==> config.mk <==
export PLATFORM = sky130hd
export DESIGN_NAME = ej32_fetch
export DESIGN_NICKNAME = d
export VERILOG_FILES = /design/src/rtl/ej32_fetch.sv
export SDC_FILE = /design/constraint.sdc
export NUM_CORES = 1
export LEC_CHECK = 0
export CAP_MARGIN = 20
export CORE_ASPECT_RATIO = 1.25
export CORE_MARGIN = 5
export CORE_UTILIZATION = 40
export DETAILED_ROUTE_END_ITERATION = 10
export PLACE_DENSITY = 0.61
export SLEW_MARGIN = 40
export SYNTH_ARGS = -nofsm -noshare
export SYNTH_HDL_FRONTEND = slang
export SYNTH_SLANG_ARGS = --single-unit
==> constraint.sdc <==
create_clock -name clk -period 3.3 [get_ports clk]
set_input_delay 0.66 -clock clk [delete_from_list [all_inputs] [get_ports clk]]
set_output_delay 0.66 -clock clk [all_outputs]
set_load 0.02 [all_outputs]
==> src/rtl/ej32_fetch.sv <==
// eJ32 instruction prefetch: fetches big-endian 32-bit words into a byte FIFO
// and hands the decoder one bytecode per cycle, with branch redirect/flush.
module ej32_fetch #(
  parameter int ASZ   = 17,
  parameter int DEPTH = 8
) (
  input  logic           clk,
  input  logic           rst,
  input  logic           p_inc,
  input  logic           br_ld,
  input  logic [ASZ-1:0] br_pc,
  output logic           mem_req,
  output logic [ASZ-1:0] mem_addr,
  input  logic           mem_ack,
  input  logic [31:0]    mem_rdata,
  output logic [7:0]     data,
  output logic           vld,
  output logic [ASZ-1:0] pc
);

  localparam int PW = $clog2(DEPTH);

  typedef enum logic [1:0] {IDLE, REQ, DROP} state_t;

  state_t         state, state_nxt;
  logic [7:0]     fifo [DEPTH];
  logic [PW-1:0]  rd_ptr, wr_ptr;
  logic [PW-1:0]  wr_idx [4];
  logic [PW:0]    count, count_pop;
  logic [ASZ-1:0] fa;
  logic [1:0]     skip;
  logic [2:0]     nwr;
  logic           pop, wr, issue;

  assign vld       = (count != '0);
  assign data      = vld ? fifo[rd_ptr] : 8'h00;
  assign mem_req   = (state != IDLE);
  assign pop       = p_inc & vld & ~br_ld;
  assign count_pop = count - (PW+1)'(pop);
  assign wr        = (state == REQ) & mem_ack & ~br_ld;
  assign nwr       = 3'd4 - {1'b0, skip};

  // Space is judged after this cycle's pop so a drained slot can be refilled at once
  always_comb begin
    state_nxt = state;
    issue     = 1'b0;
    case (state)
      IDLE: begin
        if (!br_ld && (count_pop <= (PW+1)'(DEPTH - 4))) begin
          issue     = 1'b1;
          state_nxt = REQ;
        end
      end
      REQ, DROP: begin
        if (mem_ack)    state_nxt = IDLE;
        else if (br_ld) state_nxt = DROP;
      end
      default: state_nxt = IDLE;
    endcase
  end

  always_comb begin
    for (int i = 0; i < 4; i++) wr_idx[i] = wr_ptr + PW'(i) - PW'(skip);
  end

  always_ff @(posedge clk or negedge rst) begin
    if (!rst) begin
      state    <= IDLE;
      count    <= '0;
      rd_ptr   <= '0;
      wr_ptr   <= '0;
      pc       <= '0;
      fa       <= '0;
      skip     <= '0;
      mem_addr <= '0;
    end else begin
      state <= state_nxt;
      if (issue) mem_addr <= fa;
      if (br_ld) begin
        count  <= '0;
        rd_ptr <= '0;
        wr_ptr <= '0;
        pc     <= br_pc;
        fa     <= {br_pc[ASZ-1:2], 2'b00};
        skip   <= br_pc[1:0];
      end else begin
        if (pop) begin
          rd_ptr <= rd_ptr + PW'(1);
          pc     <= pc + ASZ'(1);
        end
        if (wr) begin
          wr_ptr <= wr_ptr + PW'(nwr);
          fa     <= fa + ASZ'(4);
          skip   <= '0;
        end
        count <= count_pop + (wr ? (PW+1)'(nwr) : '0);
      end
    end
  end

  // Byte storage is not reset; vld gates every read of it
  always_ff @(posedge clk) begin
    if (wr) begin
      for (int i = 0; i < 4; i++) begin
        if (2'(i) >= skip) fifo[wr_idx[i]] <= mem_rdata[8*(3-i) +: 8];
      end
    end
  end

endmodule
==> results.txt <==
status: completed
worst setup slack for register-to-register paths: 300 ps
total length of routed wires: 22880 um
worst endpoint required time: 2640 ps
remaining routing DRC violations: 0
worst-case setup slack after placement: 93.56 ps
vias per inst: 5.670
gr ovfl total: 0
number of synthesized flops with an enable pin: 64
sort of element at the end of the critical path: output pin
transition time at the pin with the least slew margin: 949.6 ps
Bufs and invs on worst path: 2
largest fanout of any net on the critical path: 18
CP Class: flip-flop to output pin
maximum clock frequency: 0.3247 GHz
number of distinct standard cells referenced by the synthesized netlist: 64
fraction of the yosys area taken by sequential cells: 0.4155
routed vias: 6436
die width: 138.8 um
global routing usage on met3: 0.02796
grt met2 use: 0.3319
final period demand of the worst path: 3080 ps
Peak supply drop: 0.0003385 V
post-cts gate resize count: 0
fraction of the cycle the final worst path needs: 0.9334
placed wire-length estimate: 17430 um
die extent in y: 171.0 um
layer carrying the most global-route usage: met2
CTS Buf Count: 17
clock tree from TritonCTS: done
PnR worst setup slack: 219.8 ps
TNS Setup: 0 ps
final worst hold slack: 318.3 ps
layout cells sized above 1: 0.1812
buffer count from post-CTS setup fixing: 0
gate count of the mapped netlist: 757
Die Area: 23750 um2
area used by multi-input combinational logic: 4484 um2
antenna violations before repair: 0
Main synth FF type: sky130_fd_sc_hd__edfxtp_1
clock tree buffer depth: 2
Rows: 59
area of the placeable core: 20600 um2
clock tree root driver cell: sky130_fd_sc_hd__clkbuf_16
sequential cell area: 3448 um2
growth of design area from synthesis to finish: 23.20%
number of global-route vias before repair: 6270
total number of nets in the final design: 928
reported max-cap violation count: 0
unrepaired setup endpoints after global routing: false
detail-routed net length per standard cell: 20.16 um
flops & latches, synth: 125
Tot GR Track Use: 0.1931
critical path's largest stage delay: 580 ps
final worst clock skew: 5.311 ps
# diodes: 0
crit-path leading delay family: buffers and inverters
total iterations of the first detailed-routing run: 5
CP Cell Sequence: buf_4 > mux4_2 > mux2i_1 > nor2_1 > clkdlybuf4s50_1
static leakage: 4.094 nW
synthesized area per cell: 10.96 um2
worst endpoint data arrival time: 2420 ps
number of hold violations in the final report: 0
largest net degree at the start of global routing: 62
final estimated routing congestion in global placement: 0.9886
relative slew slack: 0.3621
path category of the worst min-delay check: primary input to async pin
startpoint class of the critical path: flip-flop
number of H-tree levels: 4
wire length of the first global-routing pass: 36180 um
CP max stage cell: sky130_fd_sc_hd__clkdlybuf4s50_1
residual antenna-violating net count after detailed routing: 0
YS warnings: 0
GR met1 Demand/Resource: 0.2571
number of max-slew violations in the final report: 0
number of I/O pins: 98
count of buffers inserted at the top-level ports: 95
Synth Cell Area: 8299 um2
number of inserted filler cells in the final layout: 1832
CTS clk-pin slew, worst paths: 60 ps
share of flip-flops with an asynchronous set or reset after synthesis: 0.4880
Clock Latency Late Sink: 410 ps
count of endpoints failing setup in the final report: 0
violation count after the first detailed-routing iteration: 548
initial core utilization: 0.4030
number of sinks on the clock net: 125
power per unit of standard cell area: 689.4 nW/um2
hold buffer count at cts: 0
## where the power goes
part | switching (mW) | internal (mW) | leakage [nW]
clock network | 0.810 | 1.02 | 0.292
logic | 1.60 | 1.40 | 2.49
registers | 0.232 | 1.99 | 1.31
total | 2.65 | 4.40 | 4.09
## cells in the mapped netlist (14+ instances only)
cell | count | area, um2
sky130_fd_sc_hd__inv_1 | 19 | 71.32
sky130_fd_sc_hd__a21oi_1 | 16 | 80.08
sky130_fd_sc_hd__nor2_1 | 83 | 311.6
sky130_fd_sc_hd__xor2_1 | 14 | 122.6
sky130_fd_sc_hd__xnor2_1 | 24 | 210.2
sky130_fd_sc_hd__edfxtp_1 | 64 | 1922
sky130_fd_sc_hd__nand3_1 | 23 | 115.1
sky130_fd_sc_hd__mux2_2 | 46 | 518.0
sky130_fd_sc_hd__nand2_1 | 48 | 180.2
sky130_fd_sc_hd__mux2i_1 | 74 | 740.7
sky130_fd_sc_hd__dfrtp_1 | 61 | 1526
sky130_fd_sc_hd__a221o_1 | 42 | 420.4
sky130_fd_sc_hd__clkbuf_1 | 27 | 101.4
sky130_fd_sc_hd__ha_1 | 23 | 287.8
sky130_fd_sc_hd__mux4_2 | 16 | 360.4
## worst reg2reg max path: stages (launching register included)
cell                      delay, ps
sky130_fd_sc_hd__dfrtp_1        400
sky130_fd_sc_hd__inv_1          170
sky130_fd_sc_hd__ha_1           270
sky130_fd_sc_hd__inv_1           90
sky130_fd_sc_hd__ha_1           170
sky130_fd_sc_hd__xnor3_2        490
sky130_fd_sc_hd__nor4_4         260
sky130_fd_sc_hd__buf_4          240
sky130_fd_sc_hd__mux2_2         350
sky130_fd_sc_hd__mux2i_1        140
sky130_fd_sc_hd__o21ai_1        130
## registers in the layout, summed over array words and instances (netlist names)
| name | flops |
|---|---|
| fifo | 64 |
| pc | 17 |
| fa | 15 |
| mem_addr | 15 |
| count | 4 |
| rd_ptr | 3 |
| wr_ptr | 3 |
| skip | 2 |
| state | 2 |
## cells by family after synthesis
group,after synthesis,share of synthesized area
other cells,1,0.0004519
compound gates,108,0.1024
mux,136,0.1951
simple gates,230,0.1378
xor+xnor,44,0.05744
flops,125,0.4155
buf+inv,87,0.04945
fa+ha+maj,26,0.04191
## path summary, 6_finish.rpt
path	to	start	cells after the start
worst max register to register	fifo[4][3]	wr_ptr[1]	10
max in group asynchronous	fa[11]	rst	2
min in group clk	mem_addr[7]	mem_addr[7]	1
worst max-delay path	data[6]	rd_ptr[0]	5
worst min register to register	mem_addr[7]	mem_addr[7]	1
worst min-delay path	mem_addr[6]	rst	2
## through the flow
step,area [um2],utilization,total power [mW],instances
2_1_floorplan,8310,-,4.121,758
3_3_place_gp,9617,0.4669,5.223,1103
3_5_place_dp,9632,0.4677,5.264,1103
4_1_cts,10220,0.4963,7.106,1135
5_1_grt,10220,0.4964,7.438,1135
6_report,10220,0.4964,7.049,1135
## cell usage in the layout (no fill, tap or decap), drive strengths merged, types with 5 or more instances in the layout
cell type	count
a21boi	5
a21oi	16
a221o	42
and3	8
buf	44
clkbuf	17
clkdlybuf4s50	94
dfrtp	61
edfxtp	64
ha	23
inv	31
mux2	46
mux2i	74
mux4	16
nand2	48
nand2b	8
nand3	23
nand4	12
nor2	83
nor3	12
nor4	8
o211ai	7
o21ai	12
o22ai	9
or3	8
xnor2	24
xor2	14
## final cells by class
cell class / count / share of cell area
clock buffers: 17 / 0.04161
flip-flops and latches: 125 / 0.3372
repair buffers: 138 / 0.1257
multi-input cells: 546 / 0.4386
inverters: 20 / 0.007342
clock inverters: 15 / 0.01603
well taps: 274 / 0.03353
## per-layer routing
metal / wire (um) / share of wire / up-vias
li1: - / - / 2995
met1: 9964 / 0.44 / 3154
met2: 11340 / 0.50 / 254
met3: 1201 / 0.053 / 33
met4: 374 / 0.016 / 0
met5: 0 / 0 / -
Power figures use the tool's default switching activity.
